==> src/rtl/vpu_dst_port_arbiter.sv <==
`default_nettype none
// ============================================================================
// vpu_dst_port_arbiter : round-robin, non-preemptive sharer of one SRAM
//                        destination write port among NUM_REQ WB requesters
// Revision: 1.0
// ============================================================================
module vpu_dst_port_arbiter #(
  parameter int NUM_REQ    = 4,
  parameter int DATA_WIDTH = 256,
  parameter int WID_WIDTH  = 2,
  parameter int ADDR_WIDTH = 10,
  parameter int TIMEOUT    = 255
) (
  input  logic                           clk,
  input  logic                           rst_n,
  input  logic [NUM_REQ-1:0]             s_req_i,
  input  logic [NUM_REQ*WID_WIDTH-1:0]   s_wid_i,
  input  logic [NUM_REQ*ADDR_WIDTH-1:0]  s_addr_i,
  input  logic [NUM_REQ-1:0]             s_web_i,
  input  logic [NUM_REQ-1:0]             s_wlast_i,
  input  logic [NUM_REQ*DATA_WIDTH-1:0]  s_wdata_i,
  output logic [NUM_REQ-1:0]             s_ack_o,
  output logic                           m_req_o,
  output logic [WID_WIDTH-1:0]           m_wid_o,
  output logic [ADDR_WIDTH-1:0]          m_addr_o,
  output logic                           m_web_o,
  output logic                           m_wlast_o,
  output logic [DATA_WIDTH-1:0]          m_wdata_o,
  input  logic                           m_ack_i,
  output logic [NUM_REQ-1:0]             grant_o,
  output logic                           busy_o,
  output logic                           err_timeout_o
);

  localparam int IDX_W = (NUM_REQ > 1) ? $clog2(NUM_REQ) : 1;
  localparam int CNT_W = (TIMEOUT > 0) ? $clog2(TIMEOUT + 1) : 1;
  localparam logic [CNT_W-1:0] C_CNT_MAX = CNT_W'(TIMEOUT);
  localparam logic [NUM_REQ-1:0] C_ONE = {{(NUM_REQ-1){1'b0}}, 1'b1};

  typedef enum logic [0:0] {S_IDLE = 1'b0, S_GRANT = 1'b1} state_t;

  state_t             state_q, state_d;
  logic [NUM_REQ-1:0] grant_q, grant_d;
  logic [IDX_W-1:0]   rr_ptr_q, rr_ptr_d;
  logic [IDX_W-1:0]   gidx_q, gidx_d;
  logic [CNT_W-1:0]   cnt_q, cnt_d;
  logic               err_q, err_d;

  logic [WID_WIDTH-1:0]  wid_a   [NUM_REQ];
  logic [ADDR_WIDTH-1:0] addr_a  [NUM_REQ];
  logic [DATA_WIDTH-1:0] wdata_a [NUM_REQ];

  for (genvar i = 0; i < NUM_REQ; i++) begin : g_unpack
    assign wid_a[i]   = s_wid_i[i*WID_WIDTH +: WID_WIDTH];
    assign addr_a[i]  = s_addr_i[i*ADDR_WIDTH +: ADDR_WIDTH];
    assign wdata_a[i] = s_wdata_i[i*DATA_WIDTH +: DATA_WIDTH];
  end

  // Round-robin pick: first requester after the last one granted.
  logic             pick_vld;
  logic [IDX_W-1:0] pick_idx;
  logic [IDX_W-1:0] cand;

  always_comb begin
    pick_vld = 1'b0;
    pick_idx = rr_ptr_q;
    cand     = '0;
    for (int k = 1; k <= NUM_REQ; k++) begin
      cand = IDX_W'((int'(rr_ptr_q) + k) % NUM_REQ);
      if (!pick_vld && s_req_i[cand]) begin
        pick_vld = 1'b1;
        pick_idx = cand;
      end
    end
  end

  // Downstream mux; idle values match the reset values of the port.
  always_comb begin
    m_req_o   = 1'b0;
    m_wid_o   = '0;
    m_addr_o  = '0;
    m_web_o   = 1'b1;
    m_wlast_o = 1'b0;
    m_wdata_o = '0;
    s_ack_o   = '0;
    if (state_q == S_GRANT) begin
      m_req_o   = s_req_i[gidx_q];
      m_wid_o   = wid_a[gidx_q];
      m_addr_o  = addr_a[gidx_q];
      m_web_o   = s_web_i[gidx_q];
      m_wlast_o = s_wlast_i[gidx_q];
      m_wdata_o = wdata_a[gidx_q];
      s_ack_o   = grant_q & {NUM_REQ{m_ack_i}};
    end
  end

  logic burst_end;
  assign burst_end = (state_q == S_GRANT) && m_req_o && m_ack_i && m_wlast_o;

  always_comb begin
    state_d  = state_q;
    grant_d  = grant_q;
    rr_ptr_d = rr_ptr_q;
    gidx_d   = gidx_q;
    cnt_d    = cnt_q;
    err_d    = err_q;
    case (state_q)
      S_IDLE: begin
        if (pick_vld) begin
          state_d = S_GRANT;
          grant_d = C_ONE << pick_idx;
          gidx_d  = pick_idx;
          cnt_d   = '0;
        end
      end
      S_GRANT: begin
        if (burst_end) begin
          state_d  = S_IDLE;
          grant_d  = '0;
          rr_ptr_d = gidx_q;
        end else begin
          if (cnt_q != C_CNT_MAX) begin
            cnt_d = cnt_q + 1'b1;
          end
          if ((TIMEOUT != 0) && (cnt_d == C_CNT_MAX)) begin
            err_d = 1'b1;
          end
        end
      end
      default: begin
        state_d = S_IDLE;
        grant_d = '0;
      end
    endcase
  end

  always_ff @(posedge clk or negedge rst_n) begin
    if (!rst_n) begin
      state_q  <= S_IDLE;
      grant_q  <= '0;
      rr_ptr_q <= IDX_W'(NUM_REQ - 1);
      gidx_q   <= '0;
      cnt_q    <= '0;
      err_q    <= 1'b0;
    end else begin
      state_q  <= state_d;
      grant_q  <= grant_d;
      rr_ptr_q <= rr_ptr_d;
      gidx_q   <= gidx_d;
      cnt_q    <= cnt_d;
      err_q    <= err_d;
    end
  end

  assign grant_o       = grant_q;
  assign busy_o        = (state_q == S_GRANT);
  assign err_timeout_o = err_q;

endmodule
`default_nettype wire

==> config.mk <==
export PLATFORM = sky130hd
export DESIGN_NAME = vpu_dst_port_arbiter
export DESIGN_NICKNAME = d
export VERILOG_FILES = /design/src/rtl/vpu_dst_port_arbiter.sv
export SDC_FILE = /design/constraint.sdc
export NUM_CORES = 1
export LEC_CHECK = 0
export CAP_MARGIN = 20
export CORE_AREA = 2 2 537 539
export DETAILED_ROUTE_END_ITERATION = 12
export DIE_AREA = 0 0 539 541
export PLACE_DENSITY = 0.3
export SYNTH_ARGS = -nofsm -noshare
export SYNTH_HDL_FRONTEND = slang
export SYNTH_SLANG_ARGS = --single-unit
export TNS_END_PERCENT = 10
==> constraint.sdc <==
create_clock -name clk -period 4.8 [get_ports clk]
set_clock_uncertainty 0.1 [all_clocks]
set_input_delay 0.48 -clock clk [delete_from_list [all_inputs] [get_ports clk]]
set_output_delay 0.48 -clock clk [all_outputs]
set_load 0.02 [all_outputs]
After elaboration in Yosys (flattened, before gate mapping)
Index checks and enable logic that the tools add are counted.
- $add $sub $neg: 5
- $lt $le $gt $ge: 6
- equality and inequality tests: 5
- shift operators: 1
- multiplexer cells: 50
- bitwise gates (word level): 4
- reduce and logical (&&, ||, !) cells: 14
- operators by type and width (cell ; count):
    $mux W256 ; 3
    $bmux W256 S2 ; 1
    $mux W8 ; 5
    $mux W10 ; 3
    $bmux W10 S2 ; 1
    $mux W1 ; 16
    $pmux W8 S2 ; 1
    $lt A2 B3 Y1 const B ; 5
    $bmux W1 S2 ; 7
    $mux W2 ; 7
    $mux W4 ; 3
    $add A8 B1 Y8 const B ; 1
    $eq A8 B8 Y1 const B ; 1
    $ne A8 B8 Y1 const B ; 1
    $pmux W4 S2 ; 1
    $reduce_and A2 Y1 ; 4
    $logic_and A1 B1 Y1 ; 6
    $add A2 B1 Y2 const B ; 2
    $add A2 B2 Y2 const B ; 2
    $and A4 B4 Y4 ; 1
    $bmux W2 S2 ; 1
    $ne A2 B2 Y1 const B ; 2
    $shl A1 B2 Y4 const A ; 1
    $ge A3 B3 Y1 const B ; 1
    6 further kinds ; 9
- flip-flop bits (word level): 18
- logic and storage cells: 91

Depth between registers and ports, before layout
Gate-level depths: netlist of run 1.
- depth in word-level cells: 16
- mapped depth: 7
- depth with buffers taken out: 6

Worst setup path after synthesis of run 1
Ideal clock, no wire load.
- path kind: reg-to-output
- start point: reg gidx_q[0]
- end point: out m_wdata_o[100]
- arrival: 1.724 ns
- required time: 4.220 ns
- slack: 2.496 ns
- cell stages (with the launch flop): 6
- buffers on the path: 3
- path through: dfrtp_1 > buf_2 > clkbuf_1 > buf_2 > mux4_2 > and2_1
- word-level cells in the longest chain between the ends: 5
- RTL lines (what ; line ; RTL):
    from (decl) ; 45 ; logic [IDX_W-1:0] gidx_q, gidx_d;
    from (signal assigned) ; 149 ; gidx_q <= gidx_d;
    $not A2 Y3 (implied by the code) ; 92 ; m_wdata_o = wdata_a[gidx_q];
    $bmux W256 S2 ; 92 ;
    $mux W256 (implied by the code) (2 in a row) ; 92 ;
    $mux W256 ; 86 ; if (state_q == S_GRANT) begin
    to (decl) ; 28 ; output logic [DATA_WIDTH-1:0] m_wdata_o,
Every way passes these cells. The select of a mux whose other input is x is not followed.

Worst setup path in the final report of run 1
- start point: reg gidx_q[0]
- end point: out m_wdata_o[114]
The elaborated chain is that of the path after synthesis.

==> out/metrics.cfg, run 1 <==
[timing]
hold_violations=0
slew_headroom=0.379
fin_tns_setup_ns=0
fmax_mhz=268
finalMaxSlewViolations=0
fin_crit_sh=0.777
rsz0062_at_grt=false
tightest_slew_ns=0.928
finalSetupViolations=0
finalCriticalPeriod_ns=3.73

[power]
p_per_area_mw_per_mm2=471
ir_drop_uv=233
p_leak_nw=8.62

[clock_tree]
cts_made_buffers=3
cts_resized=0
cts_setup_buffers=0
cts-root-buf=clkbuf_16
cts_tree=done
cts.clk_slew.worst_paths_ns=0.05
cts_max_level=1
cts_sinks=18
clk_path_buf_depth=2
clock_latency_ns=0.25
ctsHoldBuffers=0

[synthesis]
syn-cell-area_mm2=0.00936
async_flop_share=1.00
synth-seq-cells=18
synthTopCellsByArea=mux4_2 65%, and2_1 18%, dfrtp_1 4.3%, buf_2 2.8%, clkbuf_1 1.8%
avgSynthCellArea_um2=12.3
yosys.area.top_type=mux4_2
netlist_instances=763
ys_types=43
synth-seq-area-share=0.0484
synth_top_area_frac=0.650
synth_nets=1851
synth_common_cells=271 x and2_1, 270 x mux4_2, 52 x buf_2, 44 x clkbuf_1, 16 x dfrtp_1
synth_edf_count=0
yosysWarnings=0
synthFlopType=dfrtp_1
yosysMostFrequentCell=and2_1

[drt]
drt-wirelength-per-cell_um=37.6
drt_iter0_drc=1351
via_per_inst=2.65
wirelength_mm=224
final_antenna_net_count=0
via_count=15794
dr.pass1.iters=5
drc=0

[placement]
routabilityCongestion=0.955
postPlaceCellArea_mm2=0.0278
dp.cells=5844
dp_hpwl_mm=210
io_buffers=1367

[floorplanning]
design.core.area_mm2=0.286
die-area_mm2=0.292
die_y_um=541
io_pins=1368
start_util=0.0327
dieWidth_um=539
core.rowCount=197

[critical_path]
endpoint_kind=output port
ff2ff_setup_slack_ns=1.93
crit_type=reg2out
required_ns=4.22
critical_path.startpoint_type=flop
worstPathMaxFanout=19
cp.arrival_ns=3.15

[global_route]
grt-busiest-layer=met2
grt_max_degree=98
antenna_found_initial=377
grt.met3_usage=0.116
overflow=0
grtUsageMet2=0.230
grt.total_usage=0.147
grt_pass1_wl_mm=260
first_global_vias=15437
met1_usage=0.157

[run_status]
outcome=finished clean

[final_layout]
num-fill-cells=33015
stdcell_count=5953
fin_util=0.0981
area_growth_pct=200
fin_area_mm2=0.0281
final_nets=3157
drive_gt1_frac=0.159

[run]
cap_viol_max_count=0

[worst_hold_path]
hold_class=reg2reg

-- metrics by stage --
| step | total power [mW] | hold WS, ns | worst slack [ns] |
|---|---|---|---|
| 4_1_cts | 13.6 | 0.446 | 0.943 |
| 3_5_place_dp | 13.3 | 0.418 | 1.22 |
| 3_3_place_gp | 13.4 | 0.434 | 1.24 |
| 2_1_floorplan | 6.33 | 0.0844 | 2.50 |
| 6_report | 13.2 | 0.448 | 1.07 |
| 5_1_grt | 13.9 | 0.469 | 0.886 |
-- flip-flops by register name, summed over array words and instances, names as in the netlist --
name           flops
err_timeout_o      1
busy_o             1
gidx_q             2
rr_ptr_q           2
grant_o            4
cnt_q              8
-- area by class of cell --
cell class,instances,area [um2],share of cell area
flip-flops and latches,18,464,0.0165
inverters,3,11.3,0.000401
multi-input cells,641,8430,0.300
well taps,3781,4730,0.168
diodes,104,260,0.00926
repair buffers,1402,14100,0.502
clock buffers,4,88.8,0.00316
-- routing by layer --
metal  wire length, um  share of wire
met1             81700           0.37
met3             37800           0.17
met2             96700           0.43
met5              2010         0.0090
met4              5320          0.024
-- worst max-delay path, stage by stage (launching register included) --
cell,delay [ns]
dfrtp_4,0.64
buf_12,0.30
buf_12,0.24
buf_12,0.23
mux4_2,0.52
and2_1,0.20
clkdlybuf4s50_1,0.66
-- layout by cell type, fill, tap and decap left out, types with 3 or more instances in the layout --
| cell type | instances |
|---|---|
| clkbuf_16 | 3 |
| nor3_1 | 5 |
| and2_1 | 271 |
| mux4_2 | 270 |
| nand3_1 | 3 |
| and3_1 | 7 |
| a21oi_1 | 14 |
| a22o_1 | 3 |
| nand2_1 | 14 |
| mux2i_1 | 4 |
| dfrtp_1 | 13 |
| nor2_1 | 11 |
| o21ai_0 | 4 |
| nand2b_1 | 5 |
| inv_1 | 3 |
| a311oi_1 | 3 |
| dfrtp_4 | 3 |
| buf_4 | 23 |
| clkdlybuf4s50_1 | 1363 |
| diode_2 | 104 |
| buf_12 | 15 |
-- report_power, final --
part / leakage (nW) / total, mW / internal, mW / switching (mW)
sequential: 0.222 / 0.427 / 0.216 / 0.211
clock: 0.0448 / 0.190 / 0.127 / 0.0627
combinational: 8.35 / 12.6 / 5.99 / 6.63
total: 8.62 / 13.2 / 6.33 / 6.91
-- final timing paths --
check                            from        endpoint  cells after the start
max                         gidx_q[0]  m_wdata_o[114]                      6
min                        grant_o[2]      grant_o[2]                      1
max reg2reg                 gidx_q[0]     rr_ptr_q[0]                      6
min reg2reg                grant_o[2]      grant_o[2]                      1
max in group asynchronous       rst_n          busy_o                      1
min in group asynchronous       rst_n   err_timeout_o                      1
-- cell families (layout without fill, tap and decap cells) --
group                      Yosys count  after routing  share of synthesized area
AOI/OAI and AO/OA                   36             36                     0.0271
xor gates and xnor gates             2              2                    0.00187
adders and majority gates            1              1                    0.00134
buffers and inverters              104           1409                     0.0505
DFF                                 18             18                     0.0484
muxes                              277            277                      0.658
other                                0            104                          0
and+or+nand+nor                    325            325                      0.213
Note: power is estimated with default switching activity, not from simulation.
==> inputs of run 2 (changes only) <==
--- a/config.mk
+++ b/config.mk
@@ -6,9 +6,9 @@
 export NUM_CORES = 1
 export LEC_CHECK = 0
 export CAP_MARGIN = 20
-export CORE_AREA = 2 2 537 539
+export CORE_AREA = 2 2 535 537
 export DETAILED_ROUTE_END_ITERATION = 12
-export DIE_AREA = 0 0 539 541
+export DIE_AREA = 0 0 537 539
 export PLACE_DENSITY = 0.3
 export SYNTH_ARGS = -nofsm -noshare
 export SYNTH_HDL_FRONTEND = slang
==> constraint.sdc (replaced) <==
create_clock -name clk -period 3.4 [get_ports clk]
set_clock_uncertainty 0.1 [all_clocks]
set_input_delay 0.34 -clock clk [delete_from_list [all_inputs] [get_ports clk]]
set_output_delay 0.34 -clock clk [all_outputs]
set_load 0.02 [all_outputs]
==> out/metrics.cfg, run 2 (synthesis results as in run 1) <==
[global_route]
grt_max_degree=80
first_global_vias=15466
grt.total_usage=0.139
grt_pass1_wl_mm=246
overflow=0
antenna_found_initial=312

[final_layout]
area_growth_pct=201
layout_common_cells=1280 x clkdlybuf4s50_1, 271 x and2_1, 270 x mux4_2
final_nets=3164
drive_gt1_frac=0.201
mostFrequentLayoutCell=clkdlybuf4s50_1
stdcell_count=5918
largest-register=cnt_q
largest_reg_flops=8

[timing]
hold_violations=0
finalCriticalPeriod_ns=3.17
slew_headroom=0.364
fmax_mhz=315
holdWs_ns=0.427
fin_ws_ns=0.230
fin_tns_setup_ns=0
tightest_slew_ns=0.951
finalSetupViolations=0
finalMaxSlewViolations=0
fin_crit_sh=0.932
rsz0062_at_grt=false

[clock_tree]
ctsHoldBuffers=0
cts_setup_buffers=0
clk_path_buf_depth=2
cts_resized=0
cts-root-buf=clkbuf_16
cts.clk_slew.worst_paths_ns=0.06
cts_made_buffers=3
cts_tree=done
clock_latency_ns=0.25
cts_max_level=1
cts_sinks=18

[floorplanning]
core.rowCount=196
design.core.area_mm2=0.284
start_util=0.0330
dieWidth_um=537
die_y_um=539
die-area_mm2=0.289
io_pins=1368

[power]
p_per_area_mw_per_mm2=668
p_leak_nw=8.83
ir_drop_uv=388

[critical_path]
endpoint_kind=output port
crit_type=reg2out
cp.arrival_ns=2.73
required_ns=2.96
worstPathMaxFanout=32
critical_path.startpoint_type=flop

[drt]
wirelength_mm=211
final_antenna_net_count=0
drt_iter0_drc=1156
dr.pass1.iters=5
drc=0
via_count=15692
drt-wirelength-per-cell_um=35.7
via_per_inst=2.65

[placement]
dp.cells=5833
dp_slack_ns=0.486
routabilityCongestion=0.955
io_buffers=1367
dp_hpwl_mm=199

[run]
cap_viol_max_count=0

[worst_hold_path]
hold_class=reg2reg

[run_status]
outcome=finished clean

## run 2: cell count changes in the layout (fill, tap and decap cells not counted)
cell / previous run / this run
clkbuf_4: 1 / 0
buf_4: 23 / 92
buf_12: 15 / 37
diode_2: 104 / 81
clkdlybuf4s50_1: 1363 / 1280
## run 2: power by group
group	internal, mW	switching [mW]
Sequential	0.308	0.134
Combinational	8.65	9.46
Clock	0.179	0.0903
## run 2: area by class of cell
type | instances | area, um2
Tap cell | 3762 | 4710
Clock buffer | 4 | 88.8
Timing Repair Buffer | 1409 | 14200
Multi-Input combinational cell | 641 | 8430
Fill cell | 32782 | 256000
Inverter | 3 | 11.3
Sequential cell | 18 | 464
Antenna cell | 81 | 203
## run 2: path summary, 6_finish.rpt
kind / start / endpoint / slack, ns / cells past startpoint
setup / recovery: gidx_q[0] / m_wdata_o[128] / 0.23 / 5
hold / removal: err_timeout_o / err_timeout_o / 0.43 / 1
setup reg to reg: gidx_q[0] / rr_ptr_q[1] / 0.85 / 7
hold reg to reg: err_timeout_o / err_timeout_o / 0.43 / 1
max in group asynchronous: rst_n / gidx_q[1] / 1.99 / 1
min in group asynchronous: rst_n / cnt_q[4] / 0.52 / 1
## run 2: worst max-delay path: stages, from the launching register on
cell and delay (ns):
dfrtp_4 0.44, buf_12 0.21, buf_12 0.29, mux4_2 0.65, and2_1 0.21, clkdlybuf4s50_1 0.56
## run 2: metal layers
metal,vias to the layer above,share of wire,global-route usage
li1,5853,-,-
met1,7725,0.39,0.161
met2,1418,0.46,0.231
met3,500,0.13,0.0721
met4,196,0.024,0.0194
met5,-,0.0064,0
## run 2: per-stage QoR
stage / area, um2 / util / total power, mW
floorplan: 9360 / - / 8.94
global placement: 27900 / 0.0981 / 19.2
detailed placement: 27900 / 0.0981 / 19.1
CTS: 27900 / 0.0984 / 19.5
global route: 28000 / 0.0986 / 19.8
finish: 28100 / 0.0991 / 18.8
